$ cat src/rtl/lsu_pkg.sv
// Shared types and helpers for the LSU bank controller: access sizes, FSM states
// and the size-to-byte-count mapping.
package lsu_pkg;

  typedef enum logic [1:0] {SZ_B, SZ_H, SZ_W, SZ_BAD} lsu_size_e;

  typedef enum logic [1:0] {IDLE, RESP, HOLD} lsu_state_e;

  // SZ_BAD always errors, so its byte count only has to be harmless.
  function automatic logic [2:0] nbytes(lsu_size_e size);
    case (size)
      SZ_B:    nbytes = 3'd1;
      SZ_H:    nbytes = 3'd2;
      SZ_W:    nbytes = 3'd4;
      default: nbytes = 3'd1;
    endcase
  endfunction

endpackage

$ cat src/rtl/lsu_bank_ctrl_if.sv
// Request/response channel between a load/store client and the LSU bank controller.
interface lsu_bank_ctrl_if #(
  parameter int ADDR_W = 16
);
  logic              req_valid;
  logic              req_ready;
  logic              req_we;
  logic [1:0]        req_size;
  logic              req_unsigned;
  logic [ADDR_W-1:0] req_addr;
  logic [31:0]       req_wdata;
  logic              rsp_valid;
  logic              rsp_ready;
  logic [31:0]       rsp_rdata;
  logic              rsp_err;

  modport master (
    output req_valid, req_we, req_size, req_unsigned, req_addr, req_wdata, rsp_ready,
    input  req_ready, rsp_valid, rsp_rdata, rsp_err
  );

  modport slave (
    input  req_valid, req_we, req_size, req_unsigned, req_addr, req_wdata, rsp_ready,
    output req_ready, rsp_valid, rsp_rdata, rsp_err
  );
endinterface

$ cat src/rtl/lsu_load_extract.sv
// Narrows 32-bit memory data to the access size and zero- or sign-extends it.
module lsu_load_extract
  import lsu_pkg::*;
(
  input  logic [31:0] data,
  input  lsu_size_e   size,
  input  logic        is_unsigned,
  output logic [31:0] result
);

  always_comb begin
    result = '0;
    case (size)
      SZ_B:    result = {{24{~is_unsigned & data[7]}}, data[7:0]};
      SZ_H:    result = {{16{~is_unsigned & data[15]}}, data[15:0]};
      SZ_W:    result = data;
      default: result = '0;
    endcase
  end

endmodule

$ cat src/rtl/lsu_bank_ctrl.sv
// Steers byte/half/word loads and stores at any byte address onto the even/odd dual-port
// byte banks in one access, and returns load data or a store ack through a one-entry skid.
//
// state | meaning
// IDLE  | no response pending; request channel open
// RESP  | response for last cycle's access on the bus; data taken live from the banks
// HOLD  | response stalled by the consumer; data held locally, no new accesses
module lsu_bank_ctrl
  import lsu_pkg::*;
#(
  parameter int ADDR_W  = 16,
  parameter int BANK_AW = 15
) (
  input  logic               i_clk,
  input  logic               i_reset,
  lsu_bank_ctrl_if.slave     bus,
  output logic [BANK_AW-1:0] o_addr_even_1,
  output logic [BANK_AW-1:0] o_addr_even_2,
  output logic [BANK_AW-1:0] o_addr_odd_1,
  output logic [BANK_AW-1:0] o_addr_odd_2,
  output logic [7:0]         o_data_even_1,
  output logic [7:0]         o_data_even_2,
  output logic [7:0]         o_data_odd_1,
  output logic [7:0]         o_data_odd_2,
  output logic               o_we_even_1,
  output logic               o_we_even_2,
  output logic               o_we_odd_1,
  output logic               o_we_odd_2,
  output logic               o_lsu_addr,
  input  logic [31:0]        i_mem_data
);

  localparam logic [ADDR_W:0] BYTE_SPACE = {1'b1, {ADDR_W{1'b0}}};

  lsu_state_e         state_q, state_d;
  lsu_size_e          req_size, size_q;
  logic [2:0]         req_nbytes;
  logic [ADDR_W:0]    end_excl;
  logic               req_err, accept, wr_en, odd_start;
  logic [BANK_AW-1:0] half, half_p1, half_p2;
  logic               uns_q, we_q, err_q;
  logic [31:0]        ext_rdata, live_rdata, hold_q;

  assign req_size   = lsu_size_e'(bus.req_size);
  assign req_nbytes = nbytes(req_size);
  assign end_excl   = {1'b0, bus.req_addr} + {{(ADDR_W-2){1'b0}}, req_nbytes};
  assign req_err    = (req_size == SZ_BAD) | (end_excl > BYTE_SPACE);

  // Reset gates acceptance so a write can never slip out in the reset cycle.
  assign bus.req_ready = ~i_reset & ((state_q == IDLE) | ((state_q == RESP) & bus.rsp_ready));
  assign accept        = bus.req_valid & bus.req_ready & ~i_reset;
  assign wr_en         = accept & bus.req_we & ~req_err;

  assign odd_start = bus.req_addr[0];
  assign half      = bus.req_addr[ADDR_W-1:1];
  assign half_p1   = half + BANK_AW'(1);
  assign half_p2   = half + BANK_AW'(2);

  assign o_addr_odd_1  = half;
  assign o_addr_odd_2  = half_p1;
  assign o_addr_even_1 = odd_start ? half_p1 : half;
  assign o_addr_even_2 = odd_start ? half_p2 : half_p1;

  assign o_data_even_1 = odd_start ? bus.req_wdata[15:8]  : bus.req_wdata[7:0];
  assign o_data_odd_1  = odd_start ? bus.req_wdata[7:0]   : bus.req_wdata[15:8];
  assign o_data_even_2 = odd_start ? bus.req_wdata[31:24] : bus.req_wdata[23:16];
  assign o_data_odd_2  = odd_start ? bus.req_wdata[23:16] : bus.req_wdata[31:24];

  // Port k carries byte lane k or k^1; it writes only when that lane is inside the access.
  assign o_we_even_1 = wr_en & (odd_start ? (req_nbytes > 3'd1) : 1'b1);
  assign o_we_odd_1  = wr_en & (odd_start ? 1'b1 : (req_nbytes > 3'd1));
  assign o_we_even_2 = wr_en & (odd_start ? (req_nbytes > 3'd3) : (req_nbytes > 3'd2));
  assign o_we_odd_2  = wr_en & (odd_start ? (req_nbytes > 3'd2) : (req_nbytes > 3'd3));

  always_comb begin
    state_d = state_q;
    case (state_q)
      IDLE: if (accept) state_d = RESP;
      RESP: begin
        if (!bus.rsp_ready)  state_d = HOLD;
        else if (!accept)    state_d = IDLE;
      end
      HOLD: if (bus.rsp_ready) state_d = IDLE;
      default: state_d = IDLE;
    endcase
  end

  always_ff @(posedge i_clk) begin
    if (i_reset) begin
      state_q    <= IDLE;
      size_q     <= SZ_B;
      uns_q      <= 1'b0;
      we_q       <= 1'b0;
      err_q      <= 1'b0;
      hold_q     <= '0;
      o_lsu_addr <= 1'b0;
    end else begin
      state_q <= state_d;
      if (accept) begin
        size_q <= req_size;
        uns_q  <= bus.req_unsigned;
        we_q   <= bus.req_we;
        err_q  <= req_err;
        if (!bus.req_we) o_lsu_addr <= odd_start;
      end
      if ((state_q == RESP) && !bus.rsp_ready) hold_q <= live_rdata;
    end
  end

  lsu_load_extract u_extract (
    .data        (i_mem_data),
    .size        (size_q),
    .is_unsigned (uns_q),
    .result      (ext_rdata)
  );

  assign live_rdata    = (we_q | err_q) ? '0 : ext_rdata;
  assign bus.rsp_valid = (state_q != IDLE);
  assign bus.rsp_err   = (state_q != IDLE) & err_q;
  assign bus.rsp_rdata = (state_q == HOLD) ? hold_q :
                         (state_q == RESP) ? live_rdata : '0;

endmodule

$ cat src/flat_wrapper.sv
// flat-port wrapper written by rule: the top's interface ports become plain ports
module lsu_bank_ctrl_flat import lsu_pkg::*;
#(
  parameter int ADDR_W  = 16,
  parameter int BANK_AW = 15
)
  (i_clk, i_reset, o_addr_even_1, o_addr_even_2, o_addr_odd_1, o_addr_odd_2, o_data_even_1, o_data_even_2, o_data_odd_1, o_data_odd_2, o_we_even_1, o_we_even_2, o_we_odd_1, o_we_odd_2, o_lsu_addr, i_mem_data, bus_req_valid, bus_req_we, bus_req_size, bus_req_unsigned, bus_req_addr, bus_req_wdata, bus_rsp_ready, bus_req_ready, bus_rsp_valid, bus_rsp_rdata, bus_rsp_err);
  lsu_bank_ctrl_if #(.ADDR_W(ADDR_W)) bus_i ();
  input  logic i_clk;
  input  logic i_reset;
  output logic [BANK_AW-1:0] o_addr_even_1;
  output logic [BANK_AW-1:0] o_addr_even_2;
  output logic [BANK_AW-1:0] o_addr_odd_1;
  output logic [BANK_AW-1:0] o_addr_odd_2;
  output logic [7:0] o_data_even_1;
  output logic [7:0] o_data_even_2;
  output logic [7:0] o_data_odd_1;
  output logic [7:0] o_data_odd_2;
  output logic o_we_even_1;
  output logic o_we_even_2;
  output logic o_we_odd_1;
  output logic o_we_odd_2;
  output logic o_lsu_addr;
  input  logic [31:0] i_mem_data;
  input wire logic [$bits(bus_i.req_valid)-1:0] bus_req_valid;
  input wire logic [$bits(bus_i.req_we)-1:0] bus_req_we;
  input wire logic [$bits(bus_i.req_size)-1:0] bus_req_size;
  input wire logic [$bits(bus_i.req_unsigned)-1:0] bus_req_unsigned;
  input wire logic [$bits(bus_i.req_addr)-1:0] bus_req_addr;
  input wire logic [$bits(bus_i.req_wdata)-1:0] bus_req_wdata;
  input wire logic [$bits(bus_i.rsp_ready)-1:0] bus_rsp_ready;
  output wire logic [$bits(bus_i.req_ready)-1:0] bus_req_ready;
  output wire logic [$bits(bus_i.rsp_valid)-1:0] bus_rsp_valid;
  output wire logic [$bits(bus_i.rsp_rdata)-1:0] bus_rsp_rdata;
  output wire logic [$bits(bus_i.rsp_err)-1:0] bus_rsp_err;
  assign bus_i.req_valid = bus_req_valid;
  assign bus_i.req_we = bus_req_we;
  assign bus_i.req_size = bus_req_size;
  assign bus_i.req_unsigned = bus_req_unsigned;
  assign bus_i.req_addr = bus_req_addr;
  assign bus_i.req_wdata = bus_req_wdata;
  assign bus_i.rsp_ready = bus_rsp_ready;
  assign bus_req_ready = bus_i.req_ready;
  assign bus_rsp_valid = bus_i.rsp_valid;
  assign bus_rsp_rdata = bus_i.rsp_rdata;
  assign bus_rsp_err = bus_i.rsp_err;
  lsu_bank_ctrl #(.ADDR_W(ADDR_W), .BANK_AW(BANK_AW)) u_core (.i_clk(i_clk), .i_reset(i_reset), .bus(bus_i), .o_addr_even_1(o_addr_even_1), .o_addr_even_2(o_addr_even_2), .o_addr_odd_1(o_addr_odd_1), .o_addr_odd_2(o_addr_odd_2), .o_data_even_1(o_data_even_1), .o_data_even_2(o_data_even_2), .o_data_odd_1(o_data_odd_1), .o_data_odd_2(o_data_odd_2), .o_we_even_1(o_we_even_1), .o_we_even_2(o_we_even_2), .o_we_odd_1(o_we_odd_1), .o_we_odd_2(o_we_odd_2), .o_lsu_addr(o_lsu_addr), .i_mem_data(i_mem_data));
endmodule
$ cat config.mk
export PLATFORM = sky130hd
export DESIGN_NAME = lsu_bank_ctrl_flat
export DESIGN_NICKNAME = d
export VERILOG_FILES = /design/src/rtl/lsu_pkg.sv /design/src/rtl/lsu_bank_ctrl_if.sv /design/src/rtl/lsu_load_extract.sv /design/src/rtl/lsu_bank_ctrl.sv /design/src/flat_wrapper.sv
export SDC_FILE = /design/constraint.sdc
export NUM_CORES = 1
export LEC_CHECK = 0
export CAP_MARGIN = 5
export CORE_MARGIN = 1.5
export CORE_UTILIZATION = 38
export DETAILED_ROUTE_END_ITERATION = 10
export HOLD_SLACK_MARGIN = 0.15
export PLACE_DENSITY = 0.91
export SYNTH_ARGS = -nofsm -noshare
export SYNTH_HDL_FRONTEND = slang
export SYNTH_SLANG_ARGS = --single-unit
$ cat constraint.sdc
create_clock -name i_clk -period 3.9 [get_ports i_clk]
set_input_delay 0.585 -clock i_clk [delete_from_list [all_inputs] [get_ports i_clk]]
set_output_delay 0.585 -clock i_clk [all_outputs]
set_load 0.05 [all_outputs]
After elaboration in Yosys (flattened, before gate mapping)

Index checks and enable logic that the tools add are counted.

$add $sub $neg: 3
$lt $le $gt $ge: 4
Equal/unequal tests: 10
Multiplexer cells: 20
Bitwise operators: 20
Reduce and logical (&&, ||, !) cells: 7

Operators with widths:

| operator              | count |
|---|---|
| $mux 32               | 3 |
| $pmux 32 s3           | 1 |
| $mux 8                | 4 |
| $mux 15               | 2 |
| $add 16x3->17         | 1 |
| $gt 17x17->1 const B  | 1 |
| $add 15x1->15 const B | 1 |
| $add 15x2->15 const B | 1 |
| $and 1x1->1           | 13 |
| $eq 2x2->1 const B    | 4 |
| $mux 2                | 4 |
| $eq 2x1->1 const B    | 3 |
| $gt 3x2->1 const B    | 2 |
| $pmux 2 s3            | 1 |
| $pmux 3 s2            | 1 |
| $logic_not 2->1       | 2 |
| $mux 1                | 4 |
| $not 1->1             | 4 |
| $gt 3x1->1 const B    | 1 |
| $ne 3x3->1 const B    | 1 |
| $or 1x1->1            | 3 |
| $reduce_and 3->1      | 1 |
| $ne 2x1->1 const B    | 1 |
| $ne 2x2->1 const B    | 1 |
| 4 further kinds       | 4 |

Register bits after elaboration: 40
Bits of input ports: 88
Output and inout port bits: 132
Logic and storage cells: 71

Longest topological paths before layout

Word-level depth: 9
Depth in mapped cells: 11
Depth with buffers taken out: 10

Hierarchy

A second synthesis with hierarchy kept.

Cells, all modules: 454
Area total of the unflattened synthesis: 3931.3 µm²

Modules (own cells, without submodules):

| module           | instances | cells an instance | area an instance (µm²) |
|---|---|---|---|
| lsu_bank_ctrl    | 1         | 400               | 3498.4 |
| lsu_load_extract | 1         | 54                | 432.9 |

Worst setup path after synthesis

Ideal clock, no wire load.

Kind: input to output
Start: in i_reset
End: out o_we_even_1
Arrival time: 3.816 ns
Data required time: 3.315 ns
Setup slack: -0.501 ns
Stages: 6
Path buffers: 2
Cells stage by stage: buf_2 > a211oi_1 > and2_1 > clkbuf_1 > nand3b_1 > nor3_1

Word-level cells in the longest chain between the ends: 7

RTL lines:

| item                     | RTL line            | RTL |
|---|---|---|
| from (decl)              | flat_wrapper.sv:10  | `input logic i_reset;` |
| $not 1->1                | lsu_bank_ctrl.sv:50 | `assign bus.req_ready = ~i_reset & ((state_q == IDLE) \| ((state_q == RESP) & bus.rsp_ready));` |
| $and 1x1->1              | lsu_bank_ctrl.sv:50 |  |
| net bus_req_ready        | flat_wrapper.sv:32  | `output wire logic [$bits(bus_i.req_ready)-1:0] bus_req_ready;` |
| $and 1x1->1 (2 in a row) | lsu_bank_ctrl.sv:51 | `assign accept = bus.req_valid & bus.req_ready & ~i_reset;` |
| $and 1x1->1 (2 in a row) | lsu_bank_ctrl.sv:52 | `assign wr_en = accept & bus.req_we & ~req_err;` |
| $and 1x1->1              | lsu_bank_ctrl.sv:70 | `assign o_we_even_1 = wr_en & (odd_start ? (req_nbytes > 3'd1) : 1'b1);` |
| to (decl)                | flat_wrapper.sv:19  | `output logic o_we_even_1;` |

The timed path passes the listed nets, and every way through them passes these cells.

Worst setup path after layout

Start: in bus_req_addr[11]
End: out o_we_odd_2

Word-level cells in the longest chain between the ends: 6

RTL lines:

| item          | RTL line            | RTL |
|---|---|---|
| from (decl)   | flat_wrapper.sv:29  | `input wire logic [$bits(bus_i.req_addr)-1:0] bus_req_addr;` |
| $add 16x3->17 | lsu_bank_ctrl.sv:46 | `assign end_excl = {1'b0, bus.req_addr} + {{(ADDR_W-2){1'b0}}, req_nbytes};` |
| $gt 17x17->1  | lsu_bank_ctrl.sv:47 | `assign req_err = (req_size == SZ_BAD) \| (end_excl > BYTE_SPACE);` |
| $or 1x1->1    | lsu_bank_ctrl.sv:47 |  |
| $not 1->1     | lsu_bank_ctrl.sv:52 |  |
| $and 1x1->1   | lsu_bank_ctrl.sv:52 |  |
| $and 1x1->1   | lsu_bank_ctrl.sv:73 | `assign o_we_odd_2 = wr_en & (odd_start ? (req_nbytes > 3'd2) : (req_nbytes > 3'd3));` |
| to (decl)     | flat_wrapper.sv:22  | `output logic o_we_odd_2;` |

No other way between the ends.

==> key figures <==
Clocking
  • TritonCTS clock tree: built
  • Clock Tree Root: clkbuf_8
  • Hold_buf cts: 0
  • Clock transition at path regs: 0.08 ns
  • TritonCTS Buffers: 5
  • CTS H-tree lvls: 2
  • Clock latency on the worst-skew pair: 0.29 ns
  • Clk sinks: 40
  • Worst-case clock buffer depth: 2

Logic synthesis
  • Yosys top cell by area: dfxtp_1
  • Top FF cell, synth: dfxtp_1
  • Adder-Cell Fraction of Synth Area: about 4.0%
  • Largest family of logic cells by synthesized area: compound AO/OA/AOI/OAI gates
  • Compound-cell area share of the yosys netlist: around 22%
  • Ys async rst share: 0%
  • Simple-Gate Fraction of Synth Area: around a fifth
  • Synth cell types: 46
  • Syn Nets: about 550
  • Synthesis-stage register bit count: 40
  • Top cells by area, synth: dfxtp_1 (22%), mux2_2 (11%), a22o_1 (7.8%)
  • Mux cell area share after synthesis: between 10% and 20%
  • Post-synth EDFFs: 0
  • Share of the synthesized area in the top cell type: between 20% and 30%
  • Cells after synthesis: around 460
  • Yosys warning total: 0
  • Xor-xnor portion of the synthesized cell area: between 10% and 20%
  • Sequential area share after synthesis: between 20 and 25%
  • Syn Std Cell Area: 0.00359 mm^2
  • Syn avg cell area: slightly below 8 um^2

Cells and area
  • Filler cells: between 600 and 700
  • Diodes inserted: 0
  • Layout area overhead: 78.1%
  • Design area: roughly 0.0064 mm^2
  • Final #Nets: around 770
  • Share of layout cells above drive strength 1: a little under a quarter

Setup path
  • Crit-path cells: clkdlybuf4s50_1 > nand2_1 > a2111oi_4 > xor2_1 > nor4_2 > a41oi_4 > nor3b_4 > buf_12
  • CP endpoint kind: output port
  • Worst Path Buf+Inv: 2
  • Required time worst endpoint: between 3 and 4 ns
  • Crit-path max cell delay: between 0.7 and 0.8 ns
  • Crit path DAT: 3.22 ns
  • Crit path kind: primary input to output port
  • Cell family with most CP delay: simple AND/OR/NAND/NOR gates
  • Worst-path fanout max: 9
  • CP max-delay cell: clkdlybuf4s50_1
  • Levels on crit path: 8
  • R2R cell count: 4
  • Crit start category: primary input

Timing
  • Fin crit share: between 90% and 100%
  • Slew @ Worst Pin: ~1.2 ns
  • RSZ-0062 raised after global routing: no
  • Final min period: between 3 and 4 ns
  • Fmax: 263 MHz
  • Fin. Hold Viols: 0
  • Max-slew violation count: 0
  • Clock Skew: between 0.006 and 0.007 ns
  • Setup ws final: 0.0970 ns
  • Rel. slew slack: 22.7%
  • Final setup fails: 0
  • Min Hold Slack: between 0.4 and 0.5 ns

Drt
  • Via count: about 4,300
  • Initial DRC count: ~250
  • Post-route DRC violation count: 0
  • WL per Instance: approximately 17 um
  • DR vias/cell: 5.45
  • Antenna viol nets, final: 0
  • WL final: 13,600 um
  • First-pass DRT Iterations: 4

GRT
  • Total grt overflow: 0
  • Initial antenna violation count: 0
  • Vias in the first global route: between 4,000 and 5,000
  • Total GRT Usage: around 25%
  • Largest net degree at the start of global routing: approximately 50
  • First-pass GRT wire length: around 20,000 um

Place
  • Cell Area, Placed: about 0.0061 mm^2
  • RePlAce Congestion: 0.970
  • Setup WS pre-CTS: -0.384 ns
  • # port buffers: 219
  • Hpwl dp: between 10,000 and 15,000 um

Floorplanning
  • Core area: approximately 0.0092 mm^2
  • Die W: ~100 um
  • Row Count: 35
  • Die Area: 0.0100 mm^2
  • Total I/O pin count: 220
  • Die height: between 100 and 150 um
  • Starting Density: roughly two fifths

Min path
  • Min-Delay Path Class: register to register
  • Min-Delay Path Depth: 2

Power and ir drop
  • Leakage power: between 2 and 3 nW
  • Peak supply drop: approximately 150 uV
  • Pwr/cell area: around 260 mW/mm^2

Run
  • Max-cap violations: 0

Run status
  • Status: complete, no violations
state kept, by name (all words and copies together) (netlist names):
register	cells
u_core.hold_q	32
u_core.size_q	2
u_core.state_q	2
u_core.err_q	1
u_core.o_lsu_addr	1
u_core.uns_q	1
u_core.we_q	1
logic make-up (layout without fill, tap and decap cells):
group	count (synthesis)	count (layout)
compound gates	110	110
xor+xnor	42	42
fa+ha+maj	11	11
buf+inv	64	280
flops	40	40
mux	38	38
simple gates	150	150
worst register-to-register path, stage by stage, from the launching register on:
cell and delay (ns):
dfxtp_1 0.34, nand2b_1 0.21, a2111o_1 0.66, nor2_1 0.57, a22o_1 0.24
report_power, final:
part / internal [mW] / switching [mW] / total (mW) / leakage [nW]
clock network: 0.193 / 0.153 / 0.346 / 0.0548
logic: 0.361 / 0.540 / 0.901 / 2.27
registers: 0.423 / 0.0125 / 0.436 / 0.325
total: 0.977 / 0.706 / 1.68 / 2.65
placed cells by master (no fill, tap or decap), types with 5 or more instances in the layout:
| master | count |
|---|---|
| clkbuf_8 | 5 |
| nor2_1 | 21 |
| a21oi_1 | 18 |
| nand4_1 | 7 |
| nand2_1 | 70 |
| buf_4 | 64 |
| nand2b_1 | 7 |
| nand3_1 | 11 |
| a22o_1 | 32 |
| buf_12 | 21 |
| dfxtp_1 | 40 |
| mux2_2 | 34 |
| xor2_1 | 20 |
| inv_1 | 8 |
| clkdlybuf4s50_1 | 175 |
| xnor2_1 | 22 |
| o21ai_0 | 16 |
| a21o_1 | 24 |
| or2_2 | 5 |
cell type report:
| type | instances | area [um^2] | area share, % |
|---|---|---|---|
| Clock buffer | 5 | 68.8 | 1.08 |
| Clock inverter | 3 | 46.3 | 0.724 |
| Inverter | 9 | 33.8 | 0.529 |
| Multi-Input combinational cell | 351 | 2630 | 41.2 |
| Sequential cell | 40 | 801 | 12.5 |
| Tap cell | 111 | 139 | 2.17 |
| Timing Repair Buffer | 263 | 2670 | 41.7 |
cell usage after synthesis, types with 3 or more instances:
cell type	instances
buf_4	22
and2_1	4
nand2b_1	7
nor2_1	22
nand4_1	7
mux2_2	34
nor4_1	3
clkbuf_1	21
nand3_1	12
xnor2_1	22
a22o_1	32
xor2_1	20
a21o_1	24
nor2b_1	5
nor3_1	5
nand2_1	70
ha_1	10
a21oi_1	21
or2_2	5
inv_1	9
a2111oi_0	3
mux2i_1	4
o21ai_0	17
buf_1	7
dfxtp_1	40
buf_2	3
path summary, 6_finish.rpt:
path	from	end	slack, ns
worst max-delay path	bus_req_addr[11]	o_we_odd_2	0.1
worst min-delay path	u_core.hold_q[9]	u_core.hold_q[9]	0.46
worst max register to register	u_core.state_q[1]	u_core.hold_q[5]	1.82
worst min register to register	u_core.hold_q[9]	u_core.hold_q[9]	0.46
per-stage QoR:
step / utilization (%) / cells / setup TNS (ns) / total power, mW
floorplan: - / 455 / -0.569 / 0.976
global route: 69.5 / 782 / 0 / 1.75
detailed placement: 66.0 / 767 / -1.42 / 1.32
CTS: 69.0 / 778 / 0 / 1.68
global placement: 66.0 / 767 / -0.923 / 1.30
finish: 69.5 / 782 / 0 / 1.68
metal layers:
metal | up-vias | track usage (%) | part of all wire, %
li1 | 2010 | - | -
met1 | 2005 | 28.2 | 39
met2 | 212 | 45.3 | 51
met3 | 38 | 5.57 | 6.6
met4 | 0 | 12.0 | 4.2
met5 | - | 0 | 0
what timing repair did:
action                                  CTS  global route
cloned                                    0             0
endpoints found under the setup margin    4             4
gates resized for setup                  26             9
buffers inserted                          3             4
pin swaps                                 9             9
(Power assumes the default switching activity.)
==> RTL change, RTL diff (config.mk and constraints unchanged) <==
Reset style: asynchronous (`i_reset`), changed in one clocked block.
--- a/src/rtl/lsu_bank_ctrl.sv
+++ b/src/rtl/lsu_bank_ctrl.sv
@@ -86,5 +86,5 @@
   end
 
-  always_ff @(posedge i_clk) begin
+  always_ff @(posedge i_clk or posedge i_reset) begin
     if (i_reset) begin
       state_q    <= IDLE;
Behaviour: differs if i_reset is asserted again (counterexample within 4 cycles, from zero or initial values and one cycle with i_reset high); with i_reset held inactive, the same outputs for 10 cycles.
==> RTL change against the original RTL <==
  * Sequential power rose by 28%
  * Synthesized area rose by 3.3%
  * Total power rose by 18%
  * Sequential cell count did not move
  * Combinational power rose by 20%
  * Routed wire length rose by 1.3%
  * Final area rose by 2.2%
  * Highest routed layer unchanged
  * Setup slack improved by 0.037 ns
  * Largest cell class unchanged
  * Clock skew rose by 0.0035 ns
==> RTL change: results (changes against the original RTL) <==
finish:
  drive_gt1_frac: 0.256  # was 0.240
  final_nets: 757  # was 769
  top_regs: "u_core.hold_q: 32 flops, u_core.size_q: 2 flops, u_core.state_q: 2 flops"  # unchanged
synthesis:
  synth_commonest_cells: "nand2_1 (51), dfrtp_1 (40), mux2_2 (35)"  # was nand2_1 (70), dfxtp_1 (40), mux2_2 (34)
  synth-adder-area-share: 0.0392  # was 0.0405
  synth_top_cells_by_area: "dfrtp_1 (27%), mux2_2 (11%), xor2_1 (6.9%), a22o_1 (5.7%), nand2_1 (5.2%)"  # was dfxtp_1 (22%), mux2_2 (11%), a22o_1 (7.8%), nand2_1 (7.3%), xnor2_1 (5.4%)
  synth_nets: 550  # was 554
  synth_xor_area_frac: 0.0993  # was 0.103
  ys_ff_latch: 40  # unchanged
  async_reset_ff_frac: 1.00  # was 0
  yosysSeqAreaShare: 0.270  # was 0.223
  yosysWarnings: 0  # unchanged
  yosysUniqueCellTypes: 51  # was 46
  muxShareOfSynthArea: 0.112  # was 0.118
  synth_compound_area_frac: 0.224  # about the same
setup_path:
  cp.arrival_ns: 3.18  # was 3.22 ns
  crit-reg2reg-launch: "u_core.state_q[1]$_DFFE_PP0P_"  # was u_core.state_q[1]$_SDFFE_PP0P_
  reg2reg_to: "u_core.hold_q[2]$_DFFE_PP0P_"  # was u_core.hold_q[5]$_SDFFE_PP0P_
  startpoint: "bus_req_addr[3]"  # was bus_req_addr[11]
  rrSetupSlack_ns: 1.67  # was 1.82 ns
  crit_end: "o_we_even_1"  # was o_we_odd_2
  worstPathMaxFanout: 7  # was 9
timing:
  tightest_slew_ns: 1.18  # was 1.15 ns
  fin_ws_ns: 0.134  # was 0.0970 ns
  skew_ns: 0.00970  # was 0.00620 ns
worst_hold_path:
  min_from: "u_core.hold_q[25]$_DFFE_PP0P_"  # was u_core.hold_q[9]$_SDFFE_PP0P_
clocking:
  cts.reportedPaths.clkPinSlew_ns: 0.08  # about the same
detailed_routing:
  firstDrtPassIters: 5  # was 4
  drt-total-wl_mm: 13.7  # was 13.6 mm
  drt_iter0_drc: 154  # was 252
  vias: 4383  # was 4,265
global_routing:
  grt_pass1_wl_mm: 21.3  # was 20.2 mm
  grt_max_degree: 43  # was 49
  grtUsageTotal: 0.256  # was 0.252
power:
  leakage_nw: 2.77  # was 2.65 nW
  irDropWorstVdd_mv: 0.199  # was 0.149 mV
placement:
  gp_congestion: 0.954  # was 0.970
  postPlaceCellArea_um2: 6260  # was 6070 µm²
  hpwl_mm: 10.7  # was 10.4 mm
  numPortBuffers: 219  # unchanged
  dp_slack_ns: -0.390  # was -0.384 ns
status:
  status: "finished clean"  # unchanged
[RTL change: changes by cell type after synthesis, moves of 8 or more]
| cell | before | now |
|---|---|---|
| xnor2_1 | 22 | 13 |
| a21o_1 | 24 | 8 |
| nand2_1 | 70 | 51 |
| o31ai_1 | 2 | 17 |
| xor2_1 | 20 | 29 |
| o21ai_0 | 17 | 30 |
| dfrtp_1 | 0 | 40 |
| nor3_1 | 5 | 13 |
| dfxtp_1 | 40 | 0 |
| a22o_1 | 32 | 24 |
[RTL change: worst min path at each step]
stage,endpoint,slack [ns]
final,u_core.hold_q[25]$_DFFE_PP0P_,0.48
after detailed placement,u_core.hold_q[26]$_DFFE_PP0P_,0.47
after CTS,u_core.hold_q[25]$_DFFE_PP0P_,0.48
after floorplan,u_core.hold_q[16]$_DFFE_PP0P_,0.45
after global routing,u_core.hold_q[25]$_DFFE_PP0P_,0.51
after global placement,u_core.hold_q[29]$_DFFE_PP0P_,0.46
[RTL change: routing by layer]
| metal | GRT usage | routed length [µm] | vias up |
|---|---|---|---|
| met5 | 0 | 0 | - |
| met4 | 0.0972 | 388 | 0 |
| met3 | 0.0538 | 1280 | 32 |
| li1 | - | - | 1998 |
| met1 | 0.276 | 4830 | 2093 |
| met2 | 0.486 | 7250 | 260 |
[RTL change: where the power goes]
part	internal, W	switching [W]	total [W]	leakage [nW]
registers	0.000498	0.0000622	0.000560	0.527
logic	0.000437	0.000645	0.00108	2.19
clock network	0.000193	0.000146	0.000339	0.0548
total	0.00113	0.000854	0.00198	2.77
[RTL change: what timing repair did]
item | in CTS | in global routing
buffers inserted | 2 | 0
pin swaps | 11 | 8
setup endpoints to repair | 4 | 4
resized for setup | 21 | 11
[RTL change: layout make-up]
cell class,instances,area [µm²]
repair buffers,256,2690
flip-flops and latches,40,1000
clock buffers,5,68.8
multi-input cells,346,2530
inverters,9,33.8
fillers,664,2800
clock inverters,3,46.3
well taps,129,161
[RTL change: worst max-delay path, stage by stage]
cell             delay (ns)
clkdlybuf4s50_1        0.67
nand2_2                0.20
or4_4                  0.57
a21oi_2                0.18
o21ai_2                0.08
o31a_1                 0.37
nor3_2                 0.22
buf_4                  0.16
buf_12                 0.13
[RTL change: metrics by stage]
step / hold slack, ns / setup TNS, ns / instances / power, W
finish: 0.483 / 0 / 788 / 0.00198
global route: 0.508 / 0 / 788 / 0.00207
CTS: 0.484 / 0 / 788 / 0.00198
detailed placement: 0.466 / -1.52 / 778 / 0.00162
global placement: 0.459 / -0.872 / 778 / 0.00159
floorplan: 0.448 / -0.969 / 451 / 0.00121
[RTL change: kinds of logic after synthesis]
group | Yosys count
flip-flops | 40
multiplexers | 37
AND/OR/NAND/NOR | 133
adder cells (fa/ha/maj) | 11
AO/OA/AOI/OAI | 123
XOR/XNOR | 42
buffers and inverters | 65
